## src/rtl/dram_port_arb.sv

```systemverilog
// Two-port arbiter sharing RAM port A between the core data path (port 0) and the
// UART upgrade writer (port 1): round-robin, optional burst lock, upgrade override.
module dram_port_arb #(
    parameter int unsigned XLEN     = 32,
    parameter int unsigned ADDR_LEN = 14,
    parameter int unsigned LOCK_MAX = 8
) (
    input  logic                clk_i,
    input  logic                rst_i,
    input  logic                upgrade_mode_i,
    input  logic                p0_req_i,
    input  logic                p0_lock_i,
    input  logic [ADDR_LEN-1:0] p0_addr_i,
    input  logic [XLEN/8-1:0]   p0_we_i,
    input  logic [XLEN-1:0]     p0_wdata_i,
    output logic                p0_gnt_o,
    output logic                p0_rvalid_o,
    output logic [XLEN-1:0]     p0_rdata_o,
    input  logic                p1_req_i,
    input  logic                p1_lock_i,
    input  logic [ADDR_LEN-1:0] p1_addr_i,
    input  logic [XLEN/8-1:0]   p1_we_i,
    input  logic [XLEN-1:0]     p1_wdata_i,
    output logic                p1_gnt_o,
    output logic                p1_rvalid_o,
    output logic [XLEN-1:0]     p1_rdata_o,
    output logic                ram_en_o,
    output logic [XLEN/8-1:0]   ram_we_o,
    output logic [ADDR_LEN-1:0] ram_addr_o,
    output logic [XLEN-1:0]     ram_wdata_o,
    input  logic [XLEN-1:0]     ram_rd_data_i,
    output logic                busy_o
);

    localparam logic [7:0] LockMaxC = 8'(LOCK_MAX);
    localparam bit         LockEnC  = (LOCK_MAX > 1);

    logic       locked_q, locked_d;
    logic       lock_port_q, lock_port_d;
    logic [7:0] lock_cnt_q, lock_cnt_d;
    logic       last_win_q, last_win_d;
    logic       rvalid0_q, rvalid0_d;
    logic       rvalid1_q, rvalid1_d;
    logic       upg_q;

    logic              lock_eff;
    logic              holder_req;
    logic              win_valid;
    logic              win_port;
    logic              win_lock;
    logic [XLEN/8-1:0] win_we;

    // A rising upgrade_mode drops any held lock immediately.
    assign lock_eff   = locked_q && !(upgrade_mode_i && !upg_q);
    assign holder_req = lock_port_q ? p1_req_i : p0_req_i;

    always_comb begin
        win_valid = 1'b0;
        win_port  = 1'b0;
        if (rst_i) begin
            win_valid = 1'b0;
        end else if (upgrade_mode_i) begin
            win_valid = p1_req_i;
            win_port  = 1'b1;
        end else if (lock_eff && holder_req && (lock_cnt_q < LockMaxC)) begin
            win_valid = 1'b1;
            win_port  = lock_port_q;
        end else if (p0_req_i && p1_req_i) begin
            win_valid = 1'b1;
            win_port  = ~last_win_q;
        end else if (p0_req_i || p1_req_i) begin
            win_valid = 1'b1;
            win_port  = p1_req_i;
        end
    end

    assign win_lock = win_port ? p1_lock_i : p0_lock_i;
    assign win_we   = win_port ? p1_we_i : p0_we_i;

    assign p0_gnt_o    = win_valid && !win_port;
    assign p1_gnt_o    = win_valid && win_port;
    assign ram_en_o    = win_valid;
    assign ram_we_o    = win_valid ? win_we : '0;
    assign ram_addr_o  = p1_gnt_o ? p1_addr_i : p0_addr_i;
    assign ram_wdata_o = p1_gnt_o ? p1_wdata_i : p0_wdata_i;

    assign p0_rvalid_o = rvalid0_q;
    assign p1_rvalid_o = rvalid1_q;
    assign p0_rdata_o  = ram_rd_data_i;
    assign p1_rdata_o  = ram_rd_data_i;
    assign busy_o      = locked_q;

    always_comb begin
        locked_d    = 1'b0;
        lock_port_d = lock_port_q;
        lock_cnt_d  = 8'd0;
        last_win_d  = win_valid ? win_port : last_win_q;
        rvalid0_d   = p0_gnt_o && (p0_we_i == '0);
        rvalid1_d   = p1_gnt_o && (p1_we_i == '0);
        if (win_valid && win_lock && LockEnC) begin
            if (lock_eff && (lock_port_q == win_port)) begin
                // At the cap the holder is granted but released.
                if (lock_cnt_q < LockMaxC) begin
                    locked_d   = 1'b1;
                    lock_cnt_d = lock_cnt_q + 8'd1;
                end
            end else begin
                locked_d    = 1'b1;
                lock_port_d = win_port;
                lock_cnt_d  = 8'd1;
            end
        end
    end

    always_ff @(posedge clk_i) begin
        if (rst_i) begin
            locked_q    <= 1'b0;
            lock_port_q <= 1'b0;
            lock_cnt_q  <= 8'd0;
            last_win_q  <= 1'b0;
            rvalid0_q   <= 1'b0;
            rvalid1_q   <= 1'b0;
            upg_q       <= 1'b0;
        end else begin
            locked_q    <= locked_d;
            lock_port_q <= lock_port_d;
            lock_cnt_q  <= lock_cnt_d;
            last_win_q  <= last_win_d;
            rvalid0_q   <= rvalid0_d;
            rvalid1_q   <= rvalid1_d;
            upg_q       <= upgrade_mode_i;
        end
    end

endmodule
```

## config.mk

```make
export PLATFORM = sky130hd
export DESIGN_NAME = dram_port_arb
export DESIGN_NICKNAME = d
export VERILOG_FILES = /design/src/rtl/dram_port_arb.sv
export SDC_FILE = /design/constraint.sdc
export NUM_CORES = 1
export LEC_CHECK = 0
export CAP_MARGIN = 10
export CORE_AREA = 2 2 101 103
export CTS_CLUSTER_SIZE = 20
export DETAILED_ROUTE_END_ITERATION = 16
export DIE_AREA = 0 0 103 105
export PLACE_DENSITY = 0.66
export SYNTH_ARGS = -nofsm -noshare
export SYNTH_HDL_FRONTEND = slang
export SYNTH_SLANG_ARGS = --single-unit
```

## constraint.sdc

```tcl
create_clock -name clk_i -period 6 [get_ports clk_i]
set_input_delay 1.8 -clock clk_i [delete_from_list [all_inputs] [get_ports clk_i]]
set_output_delay 1.8 -clock clk_i [all_outputs]
set_load 0.02 [all_outputs]
```

# == Word-level counts from Yosys, hierarchy flattened ==
# Index checks and enable logic that the tools add are counted.
# totals
ff_bits,14
latchBits,0
ramBits,0
mem_bits_ro,0
inputBits,139
word_cells,55
memories,0
# op_classes
add_sub_neg,1
mul,0
n_div,0
magnitude_cmp,1
eq_ne,1
shift,0
mux,20
bitwise_logic,4
reduce_logical,20
# op_table
cell,n
two-way mux 32 bit,1
two-way mux 1 bit,16
two-way mux 14 bit,1
logical AND 1 bit,11
adder 8 x 1 -> 8 bit (second input constant),1
logical NOT 4 bit,2
less-than comparator 8 x 4 -> 1 bit (second input constant),1
two-way mux 4 bit,2
NOT 1 bit,4
OR reduction 4 bit,1
logical NOT 1 bit,3
AND reduction 2 bit,1
OR reduction 2 bit,1
equality test 1 bit,1
logical OR 1 bit,1

# == Depth between registers and ports, before layout ==
# Gate-level depths: netlist of the first run.
# logic_depth
depth_word,13
ltp_mapped,8
depth_no_buf,5

# == Worst setup path after synthesis of the first run ==
# OpenSTA, ideal clock, no wires.
# synth_path
kind,input-to-output
start,input upgrade_mode_i
end,output ram_we_o[0]
arrival_ns,3.488
required_ns,4.200
setup_slack_ns,0.712
path_stages,6
cell_sequence,clkbuf_2 > inv_1 > o211ai_4 > or4_4 > a21oi_1 > a22o_1
# synth_between
elab_chain_cells,10
elab_cells_between_ends,13
classes_between,mux (8); reduce/logical (5)
# synth_rtl
element,line,text
start: declaration,10,"input logic upgrade_mode_i,"
logical AND 1 bit,54,assign lock_eff = locked_q && !(upgrade_mode_i && !upg_q);
logical NOT 1 bit,54,
logical AND 1 bit,54,
logical AND 1 bit (2 in a row),65,end else if (lock_eff && holder_req && (lock_cnt_q < LockMaxC)) begin
two-way mux 1 bit,65,
two-way mux 1 bit,62,end else if (upgrade_mode_i) begin
two-way mux 1 bit,60,if (rst_i) begin
two-way mux 4 bit,78,assign win_we = win_port ? p1_we_i : p0_we_i;
two-way mux 4 bit *,83,assign ram_we_o = win_valid ? win_we : '0;
end: declaration,28,"output logic [XLEN/8-1:0] ram_we_o,"
# Mark *: on every way between the ends. The rest lies on a longest branch, timed or not.

# == Worst setup path after layout of the first run ==
# layout_path
start,input p1_req_i
end,output ram_wdata_o[26]
# layout_between
elab_chain_cells,8
elab_cells_between_ends,17
classes_between,mux (12); reduce/logical (5)
# layout_rtl
element,line,text
start: declaration,19,"input logic p1_req_i,"
logical OR 1 bit or two-way mux 1 bit (tied branches),"71, 55",
two-way mux 1 bit or logical AND 1 bit (tied branches),"71, 65",
two-way mux 1 bit or logical AND 1 bit (tied branches),"68, 65",
two-way mux 1 bit,65,
two-way mux 1 bit,62,
two-way mux 1 bit,60,
logical AND 1 bit *,81,assign p1_gnt_o = win_valid && win_port;
two-way mux 32 bit *,85,assign ram_wdata_o = p1_gnt_o ? p1_wdata_i : p0_wdata_i;
end: declaration,30,"output logic [XLEN-1:0] ram_wdata_o,"
# Marked as above.

==> flow_summary_export.csv, run 1 <==
group,metric,value,unit
sta,skew,0.00705,ns
power,pwr-share-comb,56.2,%
die,rows,36,
critical_path,cp_common_cell,"mux2_4",
sta,setup_viol,0,
cts,cts-htree-levels,1,
global_routing,grtUsageTotal,11.8,%
sta,setup_tns,0,ns
global_routing,grt_pass1_wl,9920,µm
power,total_power,0.440,mW
sta,min_period,5.86,ns
route,wl_per_cell,16.3,µm
critical_path,path_buf_inv,3,
critical_path,critical-path-top-delay-family,"buffers and inverters",
power,power.switching,0.135,mW
critical_path,start_kind,"input port",
cts,postCtsSetupBuffers,0,
layout,nFillCells,1002,
critical_path,cp.depth,8,
layout,final_util,34.7,%
sta,clock.fmax,0.171,GHz
global_routing,grt_max_degree,17,
layout,n_antenna_cell,0,
die,die_y,105,µm
place,gp_congestion,0.781,
place,dpl_cell_area,3330,µm²
power,swShare,30.7,%
logic_synthesis,ys_types,36,
place,place_ws,-0.136,ns
cts,post_cts_resized,46,
logic_synthesis,synth_edf_count,0,
cts,clkSinkCount,14,
cts,clk_latency,0.24,ns
global_routing,top_usage_layer,"met2",
logic_synthesis,synth_top_area_share,33.6,%
critical_path,endpoint,"ram_wdata_o[26]",
route,drt_wl_total,7190,µm
critical_path,crit_chain,"clkdlybuf4s50_1 -> mux2_4 -> o211ai_4 -> or4_4 -> and3_4 -> buf_4 -> mux2_4 -> dlygate4sd2_1",
logic_synthesis,yosys-top-cells-area,"mux2_4, buf_4, dfxtp_1, buf_12, mux2_2",
logic_synthesis,ys_warn_count,0,
logic_synthesis,syn_inst,192,
layout,syn_to_final_growth,70.1,%
layout,drive_gt1_share,25.6,%
global_routing,grt_util_met3,7.89,%
critical_path,end_kind,"primary output",
die,die-area,10800,µm²
layout,final_common_cell,"clkdlybuf4s50_1",
logic_synthesis,synthArstFlopShare,0,%
place,placed_cells,438,
place,hpwl,6100,µm
power,seqPwrFrac,22.9,%
logic_synthesis,avgSynthCellArea,10.2,µm²
cts,cts_hold_buf,0,
logic_synthesis,seq_area_frac_synth,14.3,%
power,internal_power,0.305,mW
critical_path,cp.arrival,4.06,ns
layout,final_cell_mix,"clkdlybuf4s50_1, dlygate4sd2_1, mux2_4",
route,viasPerCell,3.95,
route,vias,1748,
cts,cts_buffer_depth,2,
critical_path,r2r_cells,6,
sta,fin_crit_sh,97.7,%
critical_path,crit_start,"p1_req_i",
global_routing,met1_usage,13.3,%
min_path,hold_path_class,"flop to flop",
cts,clkTransAtPathRegs,0.06,ns
critical_path,rr_startpoint,"lock_cnt_q[7]",
logic_synthesis,syn_area,1960,µm²
global_routing,grt_use_met2,19.3,%
power,clock_power_share,20.9,%
sta,rsz0062_at_grt,"no",
logic_synthesis,synth_area_leader_cell,"mux2_4",
critical_path,crit_required,4.20,ns
cts,cts_tree,"yes",
sta,fin_ws,0.137,ns
critical_path,criticalPathCategory,"input port to primary output",
die,die_w,103,µm
global_routing,grt.overflow.total,0,
logic_synthesis,synth_flop_cell,"dfxtp_1",
cts,cts_buffers,3,
layout,postLayoutCellArea,3340,µm²
sta,finalHoldViolCount,0,
global_routing,grt_pass1_vias,1847,
layout,layout.cells.non_filler,442,
sta,finalMaxSlewViolations,0,
power,vdd_drop_max,133,µV
die,fp.coreArea,9640,µm²
critical_path,worstReg2RegEnd,"last_win_q",
route,initialDrtViolationCount,43,
die,io_pins,259,
global_routing,antenna_found_initial,0,
die,start_util,20.4,%
flow_run,drv_cap,0,
run_status,status,"finished, final reports clean",
power,p_per_area,132,nW/µm²
critical_path,ff2ff_setup_slack,3.99,ns
sta,hold_ws,0.527,ns
route,drc,0,
critical_path,critPathSlowestCell,"clkdlybuf4s50_1",
critical_path,cpPeakStageDelay,0.52,ns
cts,clock-root-buffer,"clkbuf_8",
place,portBuffers,162,
critical_path,crit_fanout,8,
layout,nets,450,
logic_synthesis,synth-seq-cells,14,
power,p_leak,1.47,nW
route,detail-route-antenna-nets,0,
route,firstDrtPassIters,4,
## routing by layer
metal	vias to the layer above	routed length (µm)
met5	-	0
met4	0	0
met3	0	1230
met2	142	3190
met1	771	2760
li1	835	-
## synthesized netlist by cell type (2+ instances only)
| master | n |
|---|---|
| mux2_4 | 44 |
| o21ai_0 | 6 |
| buf_12 | 4 |
| nor3_1 | 2 |
| nor4_1 | 3 |
| nor2_1 | 8 |
| a21oi_1 | 2 |
| buf_6 | 3 |
| a211o_1 | 2 |
| o211ai_1 | 2 |
| buf_4 | 64 |
| mux2_2 | 4 |
| inv_1 | 5 |
| nor2b_1 | 3 |
| and2_1 | 2 |
| dfxtp_1 | 14 |
| a22o_1 | 4 |
| a211oi_1 | 2 |
## cell type report
| class | instances | area [µm²] | area share, % |
|---|---|---|---|
| multi-input cells | 104 | 1080 | 32.2 |
| inverters | 5 | 18.8 | 0.562 |
| repair buffers | 182 | 1740 | 52.2 |
| flip-flops and latches | 14 | 280 | 8.39 |
| well taps | 133 | 166 | 4.98 |
| clock buffers | 4 | 55.1 | 1.65 |
## worst register-to-register path, cell delays in order (launching register included)
cell and delay (ns):
dfxtp_1 0.30, nor3_1 0.18, nand2_1 0.23, or4_4 0.54, and3_4 0.25, buf_4 0.20
a31o_2 0.22
## kinds of logic (layout without fill, tap and decap cells)
family,Yosys count,count (layout),synth area share [%]
simple gates,26,26,7.52
buf+inv,77,191,31.5
compound gates,23,23,9.11
other cells,1,4,0.191
flops,14,14,14.3
fa+ha+maj,1,1,0.637
xor+xnor,2,2,0.892
mux,48,48,35.9
## sequential cells by signal, summed over array words and instances (netlist names)
register     count
busy_o           1
last_win_q       1
lock_cnt_q       8
lock_port_q      1
p0_rvalid_o      1
p1_rvalid_o      1
upg_q            1
## worst min-delay path by stage
stage,startpoint,to,depth (start not counted)
floorplan,last_win_q,last_win_q,1
CTS,last_win_q,last_win_q,1
global placement,last_win_q,last_win_q,1
detailed placement,last_win_q,last_win_q,1
global route,last_win_q,last_win_q,1
finish,last_win_q,last_win_q,1
## power by group through the flow
| stage | clock [mW] | combinational, mW | sequential (mW) |
|---|---|---|---|
| after floorplan | 0 | 0.188 | 0.101 |
| after global placement | 0 | 0.268 | 0.103 |
| after detailed placement | 0 | 0.268 | 0.103 |
| after CTS | 0.0961 | 0.251 | 0.101 |
| after global routing | 0.101 | 0.262 | 0.101 |
| final | 0.0920 | 0.248 | 0.101 |
No activity file was read; power rests on OpenSTA's default activity.
==> run 2, diff against run 1 <==
--- a/config.mk
+++ b/config.mk
@@ -7,9 +7,11 @@
 export LEC_CHECK = 0
 export CAP_MARGIN = 10
 export CORE_AREA = 2 2 101 103
+export CTS_BUF_LIST = sky130_fd_sc_hd__clkbuf_16
 export CTS_CLUSTER_SIZE = 20
 export DETAILED_ROUTE_END_ITERATION = 16
 export DIE_AREA = 0 0 103 105
+export GPL_TIMING_DRIVEN = 1
 export PLACE_DENSITY = 0.66
 export SYNTH_ARGS = -nofsm -noshare
 export SYNTH_HDL_FRONTEND = slang
==> run 2 against run 1 <==
Clock-buffer cell count shrank 1; global-route usage about the same; sequential power hardly changed; critical path depth unchanged; final area increased by 0.71%; first-iteration DRC count shrank 2.3%; register-to-register slack about the same; routed wire length increased by 0.40%; maximum frequency about the same; power is 8.2% higher; die area did not move; highest routed layer unchanged.
==> flow_summary_export.csv, run 2 (synthesis gave the netlist of run 1 again) <==
group,metric,value,unit
sta,skew,0.00249,ns
die,die_w,103,µm
cts,cts-htree-levels,1,
min_path,hold_end,"last_win_q",
sta,clock.fmax,0.171,GHz
die,die_y,105,µm
critical_path,r2r_cells,6,
die,start_util,20.4,%
global_routing,grt_pass1_wl,9940,µm
layout,drive_gt1_share,25.2,%
die,fp.coreArea,9640,µm²
min_path,worstHoldStart,"last_win_q",
power,vdd_drop_max,110,µV
layout,layout.cells.non_filler,442,
critical_path,crit_required,4.20,ns
cts,cts_buffer_depth,2,
place,hpwl,6100,µm
route,detail-route-antenna-nets,0,
route,firstDrtPassIters,4,
flow_run,drv_cap,0,
place,placed_cells,438,
sta,setup_tns,0,ns
cts,clk_latency,0.24,ns
route,initialDrtViolationCount,42,
global_routing,grt_max_degree,17,
die,die-area,10800,µm²
critical_path,ff2ff_setup_slack,3.99,ns
place,place_ws,-0.136,ns
route,viasPerCell,3.96,
global_routing,grtUsageTotal,11.8,%
min_path,hold_path_class,"flop to flop",
sta,hold_ws,0.523,ns
sta,finalMaxSlewViolations,0,
layout,max_flop_register,"lock_cnt_q",
sta,finalHoldViolCount,0,
critical_path,end_kind,"primary output",
layout,largest_reg_flops,8,
cts,cts_hold_buf,0,
sta,fin_ws,0.137,ns
critical_path,cp.arrival,4.06,ns
cts,cts_tree,"yes",
global_routing,antenna_found_initial,0,
sta,rsz0062_at_grt,"no",
route,drt_wl_total,7220,µm
layout,final_cell_mix,"clkdlybuf4s50_1, dlygate4sd2_1, mux2_4",
critical_path,start_kind,"input port",
sta,fin_crit_sh,97.7,%
critical_path,crit_fanout,8,
die,rows,36,
min_path,hold_depth,1,
route,drc,0,
layout,nets,450,
layout,syn_to_final_growth,71.3,%
cts,clock-root-buffer,"clkbuf_16",
place,dpl_cell_area,3330,µm²
layout,final_common_cell,"clkdlybuf4s50_1",
layout,final_util,34.9,%
cts,clkSinkCount,14,
cts,cts_buffers,3,
critical_path,worstReg2RegEnd,"last_win_q",
global_routing,grt.overflow.total,0,
power,p_per_area,142,nW/µm²
place,portBuffers,162,
cts,postCtsSetupBuffers,0,
die,io_pins,259,
place,gp_congestion,0.781,
cts,clkTransAtPathRegs,0.05,ns
critical_path,rr_startpoint,"lock_cnt_q[7]",
sta,setup_viol,0,
global_routing,grt_pass1_vias,1851,
critical_path,criticalPathCategory,"input port to primary output",
route,vias,1749,
run_status,status,"finished, final reports clean",
power,total_power,0.476,mW
layout,n_antenna_cell,0,
power,p_leak,1.48,nW
sta,min_period,5.86,ns
route,wl_per_cell,16.3,µm
layout,postLayoutCellArea,3360,µm²
-- run 2: changes by cell type in the layout (fill, tap and decap cells not counted) --
cell / before / now
clkinv_1: 0 / 1
clkbuf_8: 4 / 0
clkbuf_16: 0 / 3
-- run 2: final cells by class --
cell class,count,area [µm²]
multi-input cells,104,1080
clock buffers,3,75.1
well taps,133,166
clock inverters,1,3.75
repair buffers,182,1740
inverters,5,18.8
fillers,996,6270
flip-flops and latches,14,280
-- run 2: worst max-delay path by stage --
stage | depth (start not counted) | to | slack (ns) | from
finish | 8 | ram_wdata_o[26] | 0.14 | p1_req_i
global route | 8 | p0_gnt_o | 0.02 | p1_req_i
CTS | 9 | ram_we_o[2] | 0.007 | p1_req_i
detailed placement | 8 | ram_wdata_o[31] | -0.14 | p1_req_i
global placement | 8 | ram_wdata_o[31] | -0.1 | p1_req_i
floorplan | 6 | ram_we_o[0] | 0.71 | upgrade_mode_i
-- run 2: metal layers --
layer	track usage, %	vias to the layer above	wire length [µm]
li1	-	833	-
met1	13.2	774	2760
met2	19.5	142	3230
met3	7.89	0	1230
met4	0.564	0	0
met5	0	-	0
-- run 2: timing repair --
action,in CTS,in global routing
resized for setup,46,3
endpoints found under the setup margin,44,3
hold endpoints to repair,0,0
-- run 2: power by group --
| group | internal (mW) | switching, mW |
|---|---|---|
| sequential | 0.0973 | 0.00371 |
| combinational | 0.150 | 0.0976 |
| clock | 0.0882 | 0.0394 |
-- run 2: critical path, cell delays in order --
cell and delay [ns]:
clkdlybuf4s50_1 0.52, mux2_4 0.18, o211ai_4 0.07, or4_4 0.42
and3_4 0.25, buf_4 0.20, mux2_4 0.30, dlygate4sd2_1 0.32
==> run 3, diff against run 2 <==
--- a/config.mk
+++ b/config.mk
@@ -6,13 +6,13 @@
 export NUM_CORES = 1
 export LEC_CHECK = 0
 export CAP_MARGIN = 10
-export CORE_AREA = 2 2 101 103
+export CORE_AREA = 4 4 97 99
 export CTS_BUF_LIST = sky130_fd_sc_hd__clkbuf_16
 export CTS_CLUSTER_SIZE = 20
 export DETAILED_ROUTE_END_ITERATION = 16
-export DIE_AREA = 0 0 103 105
+export DIE_AREA = 0 0 101 103
 export GPL_TIMING_DRIVEN = 1
-export PLACE_DENSITY = 0.66
+export PLACE_DENSITY = 0.74
 export SYNTH_ARGS = -nofsm -noshare
 export SYNTH_HDL_FRONTEND = slang
 export SYNTH_SLANG_ARGS = --single-unit
==> run 3 against run 2 <==
Utilization rose by 4.2 points; clock-buffer cell count unchanged; via count grew 0.11%; flip-flop and latch count did not move; final area down 0.74%; critical path depth unchanged; final cell count is 6.6% lower; clock skew about the same; largest power group unchanged; highest routed layer is now met4.
==> flow_summary_export.csv, run 3 (synthesis gave the netlist of run 1 again) <==
group,metric,value,unit
sta,fin_crit_sh,97.5,%
layout,n_antenna_cell,0,
run_status,status,"finished, final reports clean",
global_routing,grt_pass1_wl,9810,µm
power,p_per_area,144,nW/µm²
sta,setup_viol,0,
cts,cts_buffer_depth,2,
critical_path,start_kind,"input port",
flow_run,drv_cap,0,
die,die_y,103,µm
critical_path,critical-path-top-delay-family,"buffers and inverters",
sta,finalMaxSlewViolations,0,
cts,cts-htree-levels,1,
global_routing,grt_max_degree,24,
place,hpwl,6220,µm
place,portBuffers,162,
power,p_leak,1.46,nW
layout,nFillCells,848,
sta,min_period,5.85,ns
layout,nets,446,
route,vias,1751,
route,firstDrtPassIters,4,
die,die_w,101,µm
layout,max_flop_register,"lock_cnt_q",
critical_path,crit_required,4.20,ns
critical_path,critPathSlowestCell,"clkdlybuf4s50_1",
layout,largest_reg_flops,8,
cts,cts_tree,"yes",
critical_path,criticalPathCategory,"input port to primary output",
cts,cts_buffers,3,
global_routing,antenna_found_initial,0,
route,viasPerCell,4.24,
layout,drive_gt1_share,24.9,%
critical_path,cpPeakStageDelay,0.61,ns
sta,setup_tns,0,ns
place,place_ws,-0.0603,ns
die,fp.coreArea,8550,µm²
sta,skew,0.00235,ns
power,total_power,0.479,mW
sta,hold_ws,0.497,ns
cts,clk_latency,0.24,ns
global_routing,grtUsageTotal,12.2,%
critical_path,end_kind,"primary output",
layout,final_common_cell,"clkdlybuf4s50_1",
layout,syn_to_final_growth,70.0,%
route,initialDrtViolationCount,30,
cts,postCtsSetupBuffers,0,
die,die-area,10400,µm²
critical_path,cp.arrival,4.05,ns
sta,fin_ws,0.147,ns
sta,finalHoldViolCount,0,
critical_path,crit_chain,"clkdlybuf4s50_1 -> mux2_4 -> o211ai_4 -> or4_4 -> buf_4 -> a21oi_1 -> buf_4 -> clkdlybuf4s50_1",
global_routing,grt.overflow.total,0,
cts,clock-root-buffer,"clkbuf_16",
global_routing,grt_pass1_vias,1715,
critical_path,path_buf_inv,4,
power,vdd_drop_max,173,µV
die,start_util,23.0,%
route,wl_per_cell,17.6,µm
place,dpl_cell_area,3310,µm²
route,detail-route-antenna-nets,0,
sta,rsz0062_at_grt,"no",
min_path,hold_path_class,"flop to flop",
cts,clkSinkCount,14,
cts,clkTransAtPathRegs,0.05,ns
critical_path,crit_fanout,6,
route,drt_wl_total,7280,µm
sta,clock.fmax,0.171,GHz
die,io_pins,259,
die,rows,34,
layout,final_cell_mix,"clkdlybuf4s50_1, mux2_4, dlygate4sd2_1",
route,drc,0,
place,gp_congestion,0.763,
layout,postLayoutCellArea,3340,µm²
run 3: cell count changes in the layout (fill, tap and decap cells not counted):
cell and change:
buf_4 -5, buf_12 +3, dlygate4sd2_1 -3, a21boi_0 +1, a21boi_1 -1, clkdlybuf4s50_1 +1
run 3: final cells by class:
class	instances	area, µm²	share of cell area (%)
Sequential cell	14	280	8.39
Inverter	5	18.8	0.562
Multi-Input combinational cell	104	1080	32.3
Timing Repair Buffer	178	1750	52.4
Clock buffer	3	75.1	2.25
Clock inverter	1	3.75	0.112
Tap cell	108	135	4.05
run 3: worst paths after layout:
path	from	end	slack (ns)	cells after the start
min reg2reg	last_win_q	last_win_q	0.50	1
min	last_win_q	last_win_q	0.50	1
max reg2reg	lock_port_q	last_win_q	4.04	6
max	p1_req_i	p0_gnt_o	0.15	8
run 3: routing by layer:
| metal | track usage, % | wire [µm] | vias up |
|---|---|---|---|
| met5 | 0 | 0 | - |
| met4 | 0.818 | 8 | 0 |
| met3 | 7.37 | 1040 | 3 |
| met2 | 19.6 | 3400 | 139 |
| met1 | 14.7 | 2820 | 783 |
| li1 | - | - | 826 |
run 3: power by group:
part           leakage, nW  internal (mW)  switching (mW)  total [mW]
clock network       0.0385         0.0883          0.0404       0.129
logic                 1.31          0.153          0.0973       0.250
registers            0.115         0.0972         0.00367       0.101
run 3: repair_timing:
action,in CTS,in global routing
hold buffers,0,0
gates resized for setup,42,3
setup endpoints to repair,42,3
gates cloned,0,0
run 3: metrics by stage:
step / utilization [%] / std cells
after floorplan: - / 195
after global placement: 38.7 / 409
after detailed placement: 38.7 / 409
after CTS: 39.0 / 413
after global routing: 39.1 / 413
final: 39.1 / 413
